File: src/rtl/mem_port_arbiter.sv
// Two-requester arbiter in front of a memory model. Read and write requests
// are granted round-robin into a single registered slot per path. Each
// accepted read records its owner in an in-order tag FIFO so that the
// in-order memory responses are routed back to the requester that issued them.
module mem_port_arbiter #(
  parameter int DATA_WIDTH = 32,
  parameter int ADDR_WIDTH = 32,
  parameter int TAG_DEPTH  = 4
) (
  input  logic                    CLK,
  input  logic                    RST,
  // requester read request channel
  input  logic [1:0]              REQ_READ_ADDR_VALID,
  input  logic [2*ADDR_WIDTH-1:0] REQ_READ_ADDR,
  input  logic [1:0]              REQ_READ_DATA_VALID,
  input  logic [2*DATA_WIDTH-1:0] REQ_READ_DATA,
  output logic [1:0]              REQ_READ_READY,
  // requester response channel (shared payload, per-requester valid)
  output logic [1:0]              REQ_RESP_VALID,
  output logic [ADDR_WIDTH-1:0]   REQ_RESP_ADDR,
  output logic                    REQ_RESP_DATA_VALID,
  output logic [DATA_WIDTH-1:0]   REQ_RESP_DATA,
  input  logic [1:0]              REQ_RESP_READY,
  // requester write channel
  input  logic [1:0]              REQ_WRITE_VALID,
  input  logic [2*ADDR_WIDTH-1:0] REQ_WRITE_DATA,
  output logic [1:0]              REQ_WRITE_READY,
  // memory read request channel
  output logic                    M_READ_ADDR_VALID,
  output logic [ADDR_WIDTH-1:0]   M_READ_ADDR,
  output logic                    M_READ_DATA_VALID,
  output logic [DATA_WIDTH-1:0]   M_READ_DATA,
  input  logic                    M_READ_READY,
  // memory response channel
  input  logic                    M_RESP_VALID,
  input  logic [ADDR_WIDTH-1:0]   M_RESP_ADDR,
  input  logic                    M_RESP_DATA_VALID,
  input  logic [DATA_WIDTH-1:0]   M_RESP_DATA,
  output logic                    M_RESP_READY,
  // memory write channel
  output logic                    M_WRITE_VALID,
  output logic [ADDR_WIDTH-1:0]   M_WRITE_DATA,
  input  logic                    M_WRITE_READY
);

  localparam int PTR_W = $clog2(TAG_DEPTH);
  localparam int CNT_W = PTR_W + 1;
  localparam logic [CNT_W-1:0] FULL_CNT = CNT_W'(TAG_DEPTH);

  // read arbiter state
  logic rd_rr_q;        // requester favoured on a read tie
  logic rd_slot_free;
  logic rd_grant;
  logic rd_winner;

  // write arbiter state
  logic wr_rr_q;        // requester favoured on a write tie
  logic wr_slot_free;
  logic wr_grant;
  logic wr_winner;

  // tag FIFO
  logic             tag_mem [TAG_DEPTH];
  logic [PTR_W-1:0] tag_wr_ptr;
  logic [PTR_W-1:0] tag_rd_ptr;
  logic [CNT_W-1:0] tag_count;
  logic             tag_head;
  logic             tag_nonempty;
  logic             tag_push;
  logic             tag_pop;

  // Read arbitration: pick the winner and grant when the slot can take it.
  always_comb begin
    // NOTE: every output of a combinational block gets a default first so no latch is inferred.
    rd_winner      = 1'b0;
    REQ_READ_READY = 2'b00;
    rd_slot_free   = !M_READ_ADDR_VALID || M_READ_READY;
    if (REQ_READ_ADDR_VALID == 2'b11) begin
      rd_winner = rd_rr_q;
    end else if (REQ_READ_ADDR_VALID[1]) begin
      rd_winner = 1'b1;
    end
    // A full tag FIFO blocks the grant even if a response pops this cycle.
    rd_grant = !RST && (|REQ_READ_ADDR_VALID) && rd_slot_free && (tag_count != FULL_CNT);
    if (rd_grant) begin
      REQ_READ_READY[rd_winner] = 1'b1;
    end
  end

  // Read slot register: load on grant, otherwise empty once memory takes it.
  always_ff @(posedge CLK or posedge RST) begin
    if (RST) begin
      // NOTE: state registers use non-blocking assignments so every flop samples pre-edge values.
      M_READ_ADDR_VALID <= 1'b0;
      M_READ_ADDR       <= '0;
      M_READ_DATA_VALID <= 1'b0;
      M_READ_DATA       <= '0;
      rd_rr_q           <= 1'b0;
    end else if (rd_grant) begin
      M_READ_ADDR_VALID <= 1'b1;
      M_READ_ADDR       <= rd_winner ? REQ_READ_ADDR[2*ADDR_WIDTH-1:ADDR_WIDTH]
                                     : REQ_READ_ADDR[ADDR_WIDTH-1:0];
      M_READ_DATA_VALID <= REQ_READ_DATA_VALID[rd_winner];
      M_READ_DATA       <= rd_winner ? REQ_READ_DATA[2*DATA_WIDTH-1:DATA_WIDTH]
                                     : REQ_READ_DATA[DATA_WIDTH-1:0];
      rd_rr_q           <= ~rd_winner;
    end else if (M_READ_READY) begin
      M_READ_ADDR_VALID <= 1'b0;
    end
  end

  // Write arbitration: same slot/round-robin scheme with its own pointer.
  always_comb begin
    wr_winner       = 1'b0;
    REQ_WRITE_READY = 2'b00;
    wr_slot_free    = !M_WRITE_VALID || M_WRITE_READY;
    if (REQ_WRITE_VALID == 2'b11) begin
      wr_winner = wr_rr_q;
    end else if (REQ_WRITE_VALID[1]) begin
      wr_winner = 1'b1;
    end
    wr_grant = !RST && (|REQ_WRITE_VALID) && wr_slot_free;
    if (wr_grant) begin
      REQ_WRITE_READY[wr_winner] = 1'b1;
    end
  end

  // Write slot register: load on grant, otherwise empty once memory takes it.
  always_ff @(posedge CLK or posedge RST) begin
    if (RST) begin
      M_WRITE_VALID <= 1'b0;
      M_WRITE_DATA  <= '0;
      wr_rr_q       <= 1'b0;
    end else if (wr_grant) begin
      M_WRITE_VALID <= 1'b1;
      M_WRITE_DATA  <= wr_winner ? REQ_WRITE_DATA[2*ADDR_WIDTH-1:ADDR_WIDTH]
                                 : REQ_WRITE_DATA[ADDR_WIDTH-1:0];
      wr_rr_q       <= ~wr_winner;
    end else if (M_WRITE_READY) begin
      M_WRITE_VALID <= 1'b0;
    end
  end

  // Response routing: the oldest tag selects which requester sees the response.
  always_comb begin
    tag_head       = tag_mem[tag_rd_ptr];
    tag_nonempty   = (tag_count != '0);
    REQ_RESP_VALID = 2'b00;
    M_RESP_READY   = !RST && tag_nonempty && REQ_RESP_READY[tag_head];
    if (!RST && M_RESP_VALID && tag_nonempty) begin
      REQ_RESP_VALID[tag_head] = 1'b1;
    end
    tag_push = rd_grant;
    tag_pop  = M_RESP_VALID && M_RESP_READY;
  end

  assign REQ_RESP_ADDR       = M_RESP_ADDR;
  assign REQ_RESP_DATA_VALID = M_RESP_DATA_VALID;
  assign REQ_RESP_DATA       = M_RESP_DATA;

  // Tag FIFO pointers and occupancy.
  always_ff @(posedge CLK or posedge RST) begin
    if (RST) begin
      tag_wr_ptr <= '0;
      tag_rd_ptr <= '0;
      tag_count  <= '0;
    end else begin
      if (tag_push) tag_wr_ptr <= tag_wr_ptr + PTR_W'(1);
      if (tag_pop)  tag_rd_ptr <= tag_rd_ptr + PTR_W'(1);
      case ({tag_push, tag_pop})
        2'b10:   tag_count <= tag_count + CNT_W'(1);
        2'b01:   tag_count <= tag_count - CNT_W'(1);
        default: tag_count <= tag_count;
      endcase
    end
  end

  // Tag storage: owner ID of each outstanding read.
  always_ff @(posedge CLK) begin
    // NOTE: storage is not reset; entries are only read while tag_count says they are valid.
    if (tag_push) tag_mem[tag_wr_ptr] <= rd_winner;
  end

endmodule

File: config.mk
export PLATFORM = sky130hd
export DESIGN_NAME = mem_port_arbiter
export DESIGN_NICKNAME = d
export VERILOG_FILES = /design/src/rtl/mem_port_arbiter.sv
export SDC_FILE = /design/constraint.sdc
export NUM_CORES = 1
export LEC_CHECK = 0
export BUFFER_PORTS_ARGS = -buffer_cell sky130_fd_sc_hd__buf_2
export CORE_AREA = 2 2 172 174
export CTS_CLUSTER_SIZE = 14
export DETAILED_ROUTE_END_ITERATION = 8
export DIE_AREA = 0 0 174 176
export PLACE_DENSITY = 0.52
export SYNTH_ARGS = -nofsm -noshare
export SYNTH_HDL_FRONTEND = slang
export SYNTH_SLANG_ARGS = --single-unit
File: constraint.sdc
create_clock -name CLK -period 4.6 [get_ports CLK]
set_input_delay 0.46 -clock CLK [delete_from_list [all_inputs] [get_ports CLK]]
set_output_delay 0.46 -clock CLK [all_outputs]
set_load 0.05 [all_outputs]
==> flow_results.xml, run 1 <==
<?xml version="1.0" encoding="UTF-8"?>
<metrics>
  <group name="sta">
    <metric name="final_hold_violating_endpoints" unit="">0</metric>
    <metric name="final_period_minus_worst_setup_slack" unit="ps">2488</metric>
    <metric name="worst_slack" unit="ps">2112</metric>
    <metric name="max_slew_margin" unit="%">23.20</metric>
    <metric name="setup_viol" unit="">0</metric>
    <metric name="max_freq" unit="MHz">401.9</metric>
    <metric name="rsz_0062_raised_after_global_routing" unit="">no</metric>
    <metric name="post-route-period-util" unit="%">54.09</metric>
    <metric name="timing.setup.tns" unit="ps">0</metric>
    <metric name="worstMarginPinSlew" unit="ps">1152</metric>
    <metric name="fin_worst_hold_slack" unit="ps">307.8</metric>
    <metric name="report.final.slew_viol_count" unit="">0</metric>
    <metric name="worst_clock_skew" unit="ps">17.81</metric>
  </group>
  <group name="worst_setup_path">
    <metric name="cp_cell_sequence" unit="">nor3b_1, nor4_4, buf_4, buf_4, nor2_1, a31oi_1</metric>
    <metric name="cpLargestDelayFamily" unit="">buffers and inverters</metric>
    <metric name="worst_ep_required" unit="ps">4870</metric>
    <metric name="timing.setup.critical_path_class" unit="">flop to flop</metric>
    <metric name="critical_path_peak_fanout" unit="">76</metric>
    <metric name="buffers_and_inverters_on_the_worst_path" unit="">2</metric>
    <metric name="critical_path.slowest_cell" unit="">sky130_fd_sc_hd__buf_4</metric>
    <metric name="cp-end-kind" unit="">flop</metric>
    <metric name="crit_path_start_kind" unit="">flop</metric>
    <metric name="cp_data_arrival_time" unit="ps">2760</metric>
    <metric name="cp_slowest_stage_delay" unit="ps">680</metric>
    <metric name="crit_path_frequent_cell" unit="">sky130_fd_sc_hd__buf_4</metric>
  </group>
  <group name="floorplan">
    <metric name="die-width" unit="microns">174</metric>
    <metric name="ios" unit="">441</metric>
    <metric name="die-height" unit="microns">176</metric>
    <metric name="placeableCoreArea" unit="sq um">28550</metric>
    <metric name="placement_rows" unit="">62</metric>
    <metric name="initial_utilization" unit="%">19.54</metric>
    <metric name="fp.dieArea" unit="sq um">30620</metric>
  </group>
  <group name="route">
    <metric name="dr.first_iter.drc_count" unit="">249</metric>
    <metric name="drt-vias-per-instance" unit="">4.163</metric>
    <metric name="drt_drc_violations_left" unit="">0</metric>
    <metric name="routed_wire_length_per_instance" unit="microns">15.17</metric>
    <metric name="dr.pass1.iters" unit="">7</metric>
    <metric name="routed_wirelength" unit="mm">18.48</metric>
    <metric name="drtAntennaViolNets" unit="">0</metric>
    <metric name="dr_total_vias" unit="">5070</metric>
  </group>
  <group name="synth">
    <metric name="post_synth.cell_area_avg" unit="sq um">9.235</metric>
    <metric name="mappedNetlistNets" unit="">880</metric>
    <metric name="synth_seq_cells" unit="">112</metric>
    <metric name="yosys.cell_types.count" unit="">33</metric>
    <metric name="yosysTopAreaCellShare" unit="%">48.45</metric>
    <metric name="syn_area" unit="sq um">5578</metric>
    <metric name="synth.yosys.seq_area_share" unit="%">50.61</metric>
    <metric name="most_area_hungry_cell_type_in_the_yosys_netlist" unit="">sky130_fd_sc_hd__dfrtp_1</metric>
    <metric name="postSynthCellCount" unit="">604</metric>
    <metric name="yosysWarningCount" unit="">0</metric>
    <metric name="synth.area.top_cells" unit="">sky130_fd_sc_hd__dfrtp_1, sky130_fd_sc_hd__nand2_1, sky130_fd_sc_hd__buf_4</metric>
  </group>
  <group name="finish">
    <metric name="syn2layout_area_growth" unit="%">31.07</metric>
    <metric name="fin_util" unit="%">25.61</metric>
    <metric name="final_nets" unit="">1105</metric>
    <metric name="fraction_of_layout_cells_with_a_size_suffix_above_1" unit="%">41.01</metric>
    <metric name="top_library_cells_by_usage_in_the_layout_fill_and_taps_aside" unit="">sky130_fd_sc_hd__buf_2, sky130_fd_sc_hd__nand2_1, sky130_fd_sc_hd__dfrtp_1</metric>
    <metric name="insertedDiodeCount" unit="">0</metric>
    <metric name="layout.cells.most_common" unit="">sky130_fd_sc_hd__buf_2</metric>
  </group>
  <group name="run_status">
    <metric name="status" unit="">complete, no violations</metric>
  </group>
  <group name="global_route">
    <metric name="global_route.usage.total" unit="%">11.58</metric>
    <metric name="overflow" unit="">0</metric>
    <metric name="initial_antenna_violation_count" unit="">2</metric>
    <metric name="grt_first_pass_wirelength" unit="mm">27.34</metric>
    <metric name="vias_in_the_first_global_route" unit="">4851</metric>
    <metric name="grt_max_degree" unit="">77</metric>
  </group>
  <group name="cts">
    <metric name="tritoncts" unit="">built</metric>
    <metric name="ctsHoldBuffers" unit="">0</metric>
    <metric name="cts-root-buf" unit="">sky130_fd_sc_hd__clkbuf_16</metric>
    <metric name="path_clk_slew" unit="ps">90</metric>
    <metric name="clock_sink_count" unit="">112</metric>
    <metric name="cts_made_buffers" unit="">9</metric>
    <metric name="cts-htree-levels" unit="">3</metric>
    <metric name="post_cts_buffers" unit="">0</metric>
    <metric name="clkLatencyLatePin" unit="ps">360</metric>
    <metric name="post_cts_resized" unit="">0</metric>
    <metric name="cts_max_path_buffers" unit="">2</metric>
  </group>
  <group name="pwr">
    <metric name="power_per_cell_area" unit="nW/um^2">670.6</metric>
    <metric name="static-leakage-power" unit="nW">3.696</metric>
    <metric name="peak_supply_drop" unit="uV">303.2</metric>
  </group>
  <group name="placed_design">
    <metric name="dp_slack" unit="ps">1983</metric>
    <metric name="numPortBuffers" unit="">310</metric>
    <metric name="gp_congestion" unit="">0.7549</metric>
    <metric name="hpwl_detailed" unit="mm">14.04</metric>
  </group>
  <group name="worst_hold_path">
    <metric name="hold_path_class" unit="">input pin to flop</metric>
  </group>
  <group name="job">
    <metric name="cap_viol_max_count" unit="">0</metric>
  </group>
</metrics>
## sequential cells by signal, indices dropped and copies added (netlist names)
| name | count |
|---|---|
| M_READ_DATA | 32 |
| M_READ_ADDR | 32 |
| tag_mem | 4 |
| wr_rr_q | 1 |
| M_WRITE_VALID | 1 |
| tag_rd_ptr | 2 |
| M_READ_DATA_VALID | 1 |
| M_WRITE_DATA | 32 |
| M_READ_ADDR_VALID | 1 |
| tag_wr_ptr | 2 |
| rd_rr_q | 1 |
| tag_count | 3 |
## through the flow
stage / instances / area, sq um / total power, mW
after floorplan: 604 / 5582 / 3.574
after CTS: 1218 / 7311 / 4.998
after detailed placement: 1202 / 6998 / 4.111
after global routing: 1218 / 7311 / 5.199
final: 1218 / 7311 / 4.902
after global placement: 1202 / 6998 / 4.097
## report_power, final
group          switching (mW)  internal, mW  total, mW
Clock                   0.413         0.438      0.851
Sequential              0.221          1.36       1.58
Combinational            1.87         0.599       2.47
Total                    2.50          2.40       4.90
## metal layers
metal / global-route usage [%] / wire length [microns]
met5: 0 / 13
met4: 3.992 / 365
met3: 4.737 / 1945
met2: 20.40 / 9012
met1: 12.60 / 7138
## area by class of cell
type / count / area (sq um)
fillers: 3163 / 21240
clock buffers: 9 / 225.2
multi-input cells: 343 / 1911
repair buffers: 318 / 1612
clock inverters: 7 / 87.58
well taps: 384 / 480.5
inverters: 45 / 172.7
flip-flops and latches: 112 / 2823
## logic make-up after synthesis
group | count (synthesis) | synth area share [%]
buf+inv | 149 | 15.50
fa+ha+maj | 6 | 1.480
xor+xnor | 5 | 0.7852
mux | 7 | 1.256
flops | 112 | 50.61
simple gates | 219 | 15.63
compound gates | 106 | 14.74
## synth_stat cells
| master | count |
|---|---|
| sky130_fd_sc_hd__inv_1 | 44 |
| sky130_fd_sc_hd__nand2b_1 | 1 |
| sky130_fd_sc_hd__o21ai_0 | 2 |
| sky130_fd_sc_hd__mux2i_1 | 7 |
| sky130_fd_sc_hd__nor2_1 | 73 |
| sky130_fd_sc_hd__buf_8 | 1 |
| sky130_fd_sc_hd__xor2_1 | 3 |
| sky130_fd_sc_hd__fa_1 | 1 |
| sky130_fd_sc_hd__xnor2_1 | 2 |
| sky130_fd_sc_hd__nor3b_1 | 2 |
| sky130_fd_sc_hd__buf_6 | 3 |
| sky130_fd_sc_hd__a222oi_1 | 32 |
| sky130_fd_sc_hd__o21ai_1 | 1 |
| sky130_fd_sc_hd__a31oi_1 | 65 |
| sky130_fd_sc_hd__inv_2 | 1 |
| sky130_fd_sc_hd__nor2b_4 | 1 |
| sky130_fd_sc_hd__edfxtp_1 | 4 |
| sky130_fd_sc_hd__nor4_2 | 1 |
| sky130_fd_sc_hd__buf_4 | 65 |
| sky130_fd_sc_hd__buf_1 | 3 |
| sky130_fd_sc_hd__nand2_1 | 132 |
| sky130_fd_sc_hd__clkbuf_1 | 10 |
| sky130_fd_sc_hd__ha_1 | 5 |
| sky130_fd_sc_hd__nor2b_1 | 2 |
| sky130_fd_sc_hd__nand3_1 | 1 |
| sky130_fd_sc_hd__buf_2 | 22 |
| sky130_fd_sc_hd__dfrtp_1 | 108 |
| sky130_fd_sc_hd__o31ai_1 | 1 |
| sky130_fd_sc_hd__a2111oi_4 | 2 |
| sky130_fd_sc_hd__and2_1 | 4 |
| sky130_fd_sc_hd__or3_1 | 2 |
| sky130_fd_sc_hd__o21bai_1 | 1 |
| sky130_fd_sc_hd__a21oi_1 | 2 |
## tightest hold or removal path: stages
cell,delay [ps]
sky130_fd_sc_hd__buf_2,80
sky130_fd_sc_hd__a222oi_1,50
sky130_fd_sc_hd__inv_1,50
## worst paths after layout
kind / startpoint / to / slack (ps) / depth (start not counted)
min in group asynchronous: RST / M_READ_DATA[23] / 370 / 3
worst max-delay path: tag_count[2] / M_READ_ADDR[21] / 2110 / 6
worst min register to register: tag_count[2] / tag_count[2] / 500 / 1
max in group asynchronous: RST / M_READ_ADDR[6] / 2940 / 4
worst min-delay path: REQ_WRITE_DATA[8] / M_WRITE_DATA[8] / 310 / 3
worst max register to register: tag_count[2] / M_READ_ADDR[21] / 2110 / 6
Note: power is estimated with default switching activity, not from simulation.
==> run 2: changes to the inputs <==
Settings changed: CORE_AREA 2 2 172 174 to 2 2 171 173, DIE_AREA 0 0 174 176 to 0 0 173 175, PLACE_DENSITY 0.52 to 0.54.
Clock period 4.6 ns to 2.05 ns, I/O delays scaled along.
==> flow_results.xml, run 2 (synthesized netlist as in run 1, its figures left out) <==
<?xml version="1.0" encoding="UTF-8"?>
<metrics>
  <group name="pwr">
    <metric name="p_total" unit="mW">11.32</metric>
    <metric name="power_per_cell_area" unit="nW/um^2">1494</metric>
    <metric name="peak_supply_drop" unit="uV">984.9</metric>
    <metric name="static-leakage-power" unit="nW">3.817</metric>
  </group>
  <group name="floorplan">
    <metric name="fp.dieArea" unit="sq um">30280</metric>
    <metric name="placement_rows" unit="">62</metric>
    <metric name="placeableCoreArea" unit="sq um">28390</metric>
    <metric name="die-width" unit="microns">173</metric>
    <metric name="ios" unit="">441</metric>
    <metric name="initial_utilization" unit="%">19.65</metric>
    <metric name="die-height" unit="microns">175</metric>
  </group>
  <group name="cts">
    <metric name="cts_made_buffers" unit="">9</metric>
    <metric name="tritoncts" unit="">built</metric>
    <metric name="cts-htree-levels" unit="">3</metric>
    <metric name="cts-root-buf" unit="">sky130_fd_sc_hd__clkbuf_16</metric>
    <metric name="ctsHoldBuffers" unit="">0</metric>
    <metric name="clock_sink_count" unit="">112</metric>
    <metric name="path_clk_slew" unit="ps">90</metric>
    <metric name="cts_max_path_buffers" unit="">2</metric>
    <metric name="clkLatencyLatePin" unit="ps">360</metric>
  </group>
  <group name="worst_setup_path">
    <metric name="critical_path_peak_fanout" unit="">3</metric>
    <metric name="cp-end-kind" unit="">flop</metric>
    <metric name="worst_ep_required" unit="ps">2330</metric>
    <metric name="cp_cell_sequence" unit="">mux2i_2, mux2i_1, mux2i_1, nor2_1, ha_2, inv_2, fa_2, xor2_1, nor2_1, xor2_1</metric>
    <metric name="critical_path.slowest_cell" unit="">sky130_fd_sc_hd__dfrtp_1</metric>
    <metric name="cp_slowest_stage_delay" unit="ps">430</metric>
    <metric name="buffers_and_inverters_on_the_worst_path" unit="">1</metric>
    <metric name="cpLargestDelayFamily" unit="">multiplexers</metric>
    <metric name="timing.setup.critical_path_class" unit="">flop to flop</metric>
    <metric name="reg2reg_setup_slack" unit="ps">-130</metric>
    <metric name="crit_path_start_kind" unit="">flop</metric>
    <metric name="cp_data_arrival_time" unit="ps">2450</metric>
  </group>
  <group name="route">
    <metric name="routed_wirelength" unit="mm">18.34</metric>
    <metric name="dr.pass1.iters" unit="">6</metric>
    <metric name="drt-vias-per-instance" unit="">4.166</metric>
    <metric name="dr_total_vias" unit="">5149</metric>
    <metric name="drt_drc_violations_left" unit="">0</metric>
    <metric name="routed_wire_length_per_instance" unit="microns">14.83</metric>
    <metric name="dr.first_iter.drc_count" unit="">310</metric>
    <metric name="drtAntennaViolNets" unit="">0</metric>
  </group>
  <group name="sta">
    <metric name="max_slew_margin" unit="%">53.36</metric>
    <metric name="setup_viol" unit="">1</metric>
    <metric name="worstMarginPinSlew" unit="ps">699.6</metric>
    <metric name="final_hold_violating_endpoints" unit="">0</metric>
    <metric name="fin_worst_hold_slack" unit="ps">56.81</metric>
    <metric name="final_period_minus_worst_setup_slack" unit="ps">2179</metric>
    <metric name="rsz_0062_raised_after_global_routing" unit="">yes</metric>
    <metric name="post-route-period-util" unit="%">106.3</metric>
    <metric name="max_freq" unit="MHz">459.0</metric>
    <metric name="worst_slack" unit="ps">-128.8</metric>
    <metric name="timing.setup.tns" unit="ps">-128.8</metric>
    <metric name="report.final.slew_viol_count" unit="">0</metric>
    <metric name="worst_clock_skew" unit="ps">11.82</metric>
  </group>
  <group name="finish">
    <metric name="final_nets" unit="">1122</metric>
    <metric name="layout.cells.most_common" unit="">sky130_fd_sc_hd__buf_2</metric>
    <metric name="largestRegisters" unit="">M_READ_ADDR x32, M_READ_DATA x32, M_WRITE_DATA x32</metric>
    <metric name="syn2layout_area_growth" unit="%">35.89</metric>
    <metric name="top_library_cells_by_usage_in_the_layout_fill_and_taps_aside" unit="">sky130_fd_sc_hd__buf_2, sky130_fd_sc_hd__nand2_1, sky130_fd_sc_hd__dfrtp_1</metric>
    <metric name="fraction_of_layout_cells_with_a_size_suffix_above_1" unit="%">43.01</metric>
    <metric name="post_layout_nonfiller_instances" unit="">1236</metric>
  </group>
  <group name="global_route">
    <metric name="grt_first_pass_wirelength" unit="mm">27.41</metric>
    <metric name="initial_antenna_violation_count" unit="">2</metric>
    <metric name="grt_max_degree" unit="">110</metric>
    <metric name="overflow" unit="">0</metric>
    <metric name="global_route.usage.total" unit="%">11.68</metric>
    <metric name="vias_in_the_first_global_route" unit="">4882</metric>
  </group>
  <group name="run_status">
    <metric name="status" unit="">finished with violations</metric>
    <metric name="failed_checks" unit="">setup timing</metric>
  </group>
  <group name="job">
    <metric name="cap_viol_max_count" unit="">0</metric>
  </group>
  <group name="placed_design">
    <metric name="dp_slack" unit="ps">-174.6</metric>
    <metric name="hpwl_detailed" unit="mm">13.31</metric>
    <metric name="numPortBuffers" unit="">310</metric>
    <metric name="number_of_placed_cells_counting_well_taps" unit="">1213</metric>
    <metric name="gp_congestion" unit="">0.7458</metric>
  </group>
  <group name="worst_hold_path">
    <metric name="hold_path_class" unit="">input pin to flop</metric>
  </group>
</metrics>
[run 2: timing repair]
action | in CTS | in global routing
resized for setup | 4 | 12
pin swaps | 4 | 5
gates cloned | 0 | 1
endpoints found under the setup margin | 4 | 9
buffers inserted | 3 | 2
[run 2: cell type report]
| cell class | count | area (sq um) |
|---|---|---|
| diodes | 1 | 2.502 |
| well taps | 384 | 480.5 |
| repair buffers | 335 | 1846 |
| clock inverters | 7 | 98.84 |
| fillers | 3090 | 20810 |
| clock buffers | 9 | 225.2 |
| inverters | 45 | 172.7 |
| flip-flops and latches | 112 | 2823 |
| multi-input cells | 343 | 1932 |
[run 2: through the flow]
stage	instance area, sq um	util [%]
after global routing	7580	26.70
after detailed placement	7151	25.19
after floorplan	5589	-
after CTS	7508	26.45
final	7580	26.70
after global placement	7151	25.19
[run 2: layer usage]
| layer | part of all wire (%) | vias to the layer above | global-route usage, % | routed length [microns] |
|---|---|---|---|---|
| li1 | - | 2458 | - | - |
| met1 | 39 | 2359 | 12.92 | 7066 |
| met2 | 50 | 297 | 20.60 | 9248 |
| met3 | 8.9 | 35 | 3.786 | 1625 |
| met4 | 2.1 | 0 | 4.908 | 393 |
| met5 | 0 | - | 0 | 0 |
[run 2: worst min-delay path: cells and delay by family]
family,cells,cell delay [ps]
AOI/OAI and AO/OA,1,50
buffers and inverters,2,130
[run 2: power by group]
group / total (mW) / switching [mW] / leakage [nW] / internal, mW
combinational: 5.77 / 4.24 / 2.37 / 1.53
sequential: 3.53 / 0.476 / 1.28 / 3.06
clock: 2.02 / 0.927 / 0.159 / 1.09
total: 11.3 / 5.65 / 3.82 / 5.68
[run 2: final timing paths]
check,to,cells after the start,from
worst max register to register,tag_count[2],10,tag_rd_ptr[1]
worst min register to register,M_WRITE_DATA[11],2,M_WRITE_DATA[11]
min in group asynchronous,tag_rd_ptr[1],3,RST
worst min-delay path,M_WRITE_DATA[10],3,REQ_WRITE_DATA[42]
worst max-delay path,tag_count[2],10,tag_rd_ptr[1]
max in group asynchronous,M_READ_DATA[10],3,RST
==> run 3: changes to the inputs <==
Settings changed: CORE_AREA 2 2 171 173 to 3 3 172 174, DIE_AREA 0 0 173 175 to 0 0 175 177.
==> flow_results.xml, run 3 (synthesized netlist as in run 1, its figures left out) <==
<?xml version="1.0" encoding="UTF-8"?>
<metrics>
  <group name="cts">
    <metric name="clkLatencyLatePin" unit="ps">350</metric>
    <metric name="cts_made_buffers" unit="">9</metric>
    <metric name="cts_max_path_buffers" unit="">2</metric>
    <metric name="cts-root-buf" unit="">sky130_fd_sc_hd__clkbuf_16</metric>
    <metric name="cts-htree-levels" unit="">3</metric>
    <metric name="clock_sink_count" unit="">112</metric>
    <metric name="tritoncts" unit="">built</metric>
    <metric name="path_clk_slew" unit="ps">90</metric>
  </group>
  <group name="floorplan">
    <metric name="ios" unit="">441</metric>
    <metric name="initial_utilization" unit="%">19.97</metric>
    <metric name="fp.dieArea" unit="sq um">30980</metric>
    <metric name="die-height" unit="microns">177</metric>
    <metric name="placement_rows" unit="">61</metric>
    <metric name="die-width" unit="microns">175</metric>
    <metric name="placeableCoreArea" unit="sq um">27930</metric>
  </group>
  <group name="finish">
    <metric name="top_library_cells_by_usage_in_the_layout_fill_and_taps_aside" unit="">sky130_fd_sc_hd__buf_2, sky130_fd_sc_hd__nand2_1, sky130_fd_sc_hd__dfrtp_1</metric>
    <metric name="count_of_filler_cells_inserted_in_the_layout" unit="">3085</metric>
    <metric name="syn2layout_area_growth" unit="%">34.75</metric>
    <metric name="layout.cells.most_common" unit="">sky130_fd_sc_hd__buf_2</metric>
    <metric name="final_nets" unit="">1123</metric>
    <metric name="fraction_of_layout_cells_with_a_size_suffix_above_1" unit="%">43.08</metric>
    <metric name="final_cell_area" unit="sq um">7516</metric>
    <metric name="insertedDiodeCount" unit="">0</metric>
    <metric name="largestRegisters" unit="">M_READ_ADDR x32, M_READ_DATA x32, M_WRITE_DATA x32</metric>
  </group>
  <group name="worst_setup_path">
    <metric name="crit_path_start_kind" unit="">flop</metric>
    <metric name="timing.setup.critical_path_class" unit="">flop to flop</metric>
    <metric name="cp-end-kind" unit="">flop</metric>
    <metric name="cp_data_arrival_time" unit="ps">2320</metric>
    <metric name="worst_ep_required" unit="ps">2300</metric>
    <metric name="critical_path_peak_fanout" unit="">3</metric>
  </group>
  <group name="pwr">
    <metric name="p_total" unit="mW">11.07</metric>
    <metric name="static-leakage-power" unit="nW">3.800</metric>
    <metric name="peak_supply_drop" unit="uV">750.4</metric>
    <metric name="power_per_cell_area" unit="nW/um^2">1473</metric>
  </group>
  <group name="placed_design">
    <metric name="hpwl_detailed" unit="mm">13.08</metric>
    <metric name="dpl_cell_area" unit="sq um">7138</metric>
    <metric name="numPortBuffers" unit="">310</metric>
    <metric name="gp_congestion" unit="">0.7273</metric>
  </group>
  <group name="route">
    <metric name="drt_drc_violations_left" unit="">0</metric>
    <metric name="drtAntennaViolNets" unit="">0</metric>
    <metric name="dr.first_iter.drc_count" unit="">247</metric>
    <metric name="routed_wire_length_per_instance" unit="microns">14.17</metric>
    <metric name="dr_total_vias" unit="">5006</metric>
    <metric name="routed_wirelength" unit="mm">17.43</metric>
    <metric name="dr.pass1.iters" unit="">8</metric>
    <metric name="drt-vias-per-instance" unit="">4.070</metric>
  </group>
  <group name="run_status">
    <metric name="status" unit="">finished with violations</metric>
    <metric name="failed_checks" unit="">setup timing</metric>
  </group>
  <group name="sta">
    <metric name="max_slew_margin" unit="%">61.04</metric>
    <metric name="rsz_0062_raised_after_global_routing" unit="">yes</metric>
    <metric name="final_period_minus_worst_setup_slack" unit="ps">2074</metric>
    <metric name="report.final.slew_viol_count" unit="">0</metric>
    <metric name="final_hold_violating_endpoints" unit="">0</metric>
    <metric name="setup_viol" unit="">1</metric>
    <metric name="post-route-period-util" unit="%">101.2</metric>
    <metric name="max_freq" unit="MHz">482.1</metric>
    <metric name="worst_slack" unit="ps">-24.06</metric>
    <metric name="worst_clock_skew" unit="ps">16.18</metric>
    <metric name="worstMarginPinSlew" unit="ps">584.4</metric>
  </group>
  <group name="global_route">
    <metric name="vias_in_the_first_global_route" unit="">4887</metric>
    <metric name="overflow" unit="">0</metric>
    <metric name="initial_antenna_violation_count" unit="">0</metric>
    <metric name="grt_max_degree" unit="">110</metric>
    <metric name="global_route.usage.total" unit="%">10.82</metric>
    <metric name="grt_first_pass_wirelength" unit="mm">26.52</metric>
  </group>
  <group name="job">
    <metric name="cap_viol_max_count" unit="">0</metric>
  </group>
  <group name="worst_hold_path">
    <metric name="hold_path_class" unit="">input pin to flop</metric>
  </group>
</metrics>
run 3: cell count changes in the layout (fill, tap and decap cells not counted), moves of 2 or more:
cell	delta
sky130_fd_sc_hd__buf_6	+2
sky130_fd_sc_hd__bufinv_16	-2
sky130_fd_sc_hd__clkinv_4	+2
sky130_fd_sc_hd__inv_6	-3
sky130_fd_sc_hd__inv_8	+2
run 3: per-stage QoR:
| stage | util, % | hold WS, ps | setup WS [ps] | setup TNS, ps | instances |
|---|---|---|---|---|---|
| floorplan | - | 303.0 | -1119 | -5845 | 604 |
| global placement | 25.55 | 410.3 | -44.74 | -44.74 | 1208 |
| detailed placement | 25.55 | 410.3 | -60.63 | -60.63 | 1208 |
| CTS | 26.74 | 27.39 | -38.76 | -38.76 | 1229 |
| global route | 26.91 | 37.71 | -191.3 | -475.4 | 1230 |
| finish | 26.91 | 53.82 | -24.06 | -24.06 | 1230 |
run 3: what timing repair did:
action	4_1_cts	5_1_grt
pin swaps	5	3
setup endpoints to repair	4	11
setup buffers	5	1
hold buffers	0	0
resized for setup	3	14
endpoints found under the hold margin	0	0
run 3: metal layers:
metal  vias to the layer above  part of all wire [%]  global-route usage (%)
met5                         -                     0                       0
met4                         0                   2.7                   4.289
met3                        28                    10                   4.161
met2                       280                    47                   18.07
met1                      2246                    41                   12.53
li1                       2452                     -                       -
run 3: worst max-delay path, cell delays in order, from the launching register on:
cell and delay, ps:
sky130_fd_sc_hd__dfrtp_1 400, sky130_fd_sc_hd__mux2i_1 260, sky130_fd_sc_hd__mux2i_1 140, sky130_fd_sc_hd__mux2i_1 150, sky130_fd_sc_hd__nor2_1 110, sky130_fd_sc_hd__ha_2 200
sky130_fd_sc_hd__inv_2 40, sky130_fd_sc_hd__fa_2 320, sky130_fd_sc_hd__xor2_1 140, sky130_fd_sc_hd__nor2_1 60, sky130_fd_sc_hd__xor2_1 150
run 3: path summary, 6_finish.rpt:
| check | start | to | slack [ps] | cells after the start |
|---|---|---|---|---|
| hold reg to reg | tag_count[2] | tag_count[2] | 490 | 1 |
| hold / removal | REQ_WRITE_DATA[2] | M_WRITE_DATA[2] | 50 | 3 |
| setup reg to reg | tag_rd_ptr[1] | tag_count[2] | -20 | 10 |
| max in group asynchronous | RST | M_READ_ADDR[18] | 1460 | 3 |
| setup / recovery | tag_rd_ptr[1] | tag_count[2] | -20 | 10 |
| min in group asynchronous | RST | wr_rr_q | 150 | 3 |
run 3: area by class of cell:
cell class | instances | area [sq um] | area share (%)
sequential | 112 | 2823 | 37.56
multi-input combinational | 343 | 1933 | 25.72
timing repair buffer | 336 | 1828 | 24.32
tap | 378 | 473.0 | 6.293
clock buffer | 9 | 225.2 | 2.997
inverter | 45 | 172.7 | 2.297
clock inverter | 7 | 61.31 | 0.8157
run 3: where the power goes:
part	internal, mW	switching (mW)
combinational	1.52	4.24
sequential	3.06	0.476
clock	0.853	0.933
total	5.43	5.64
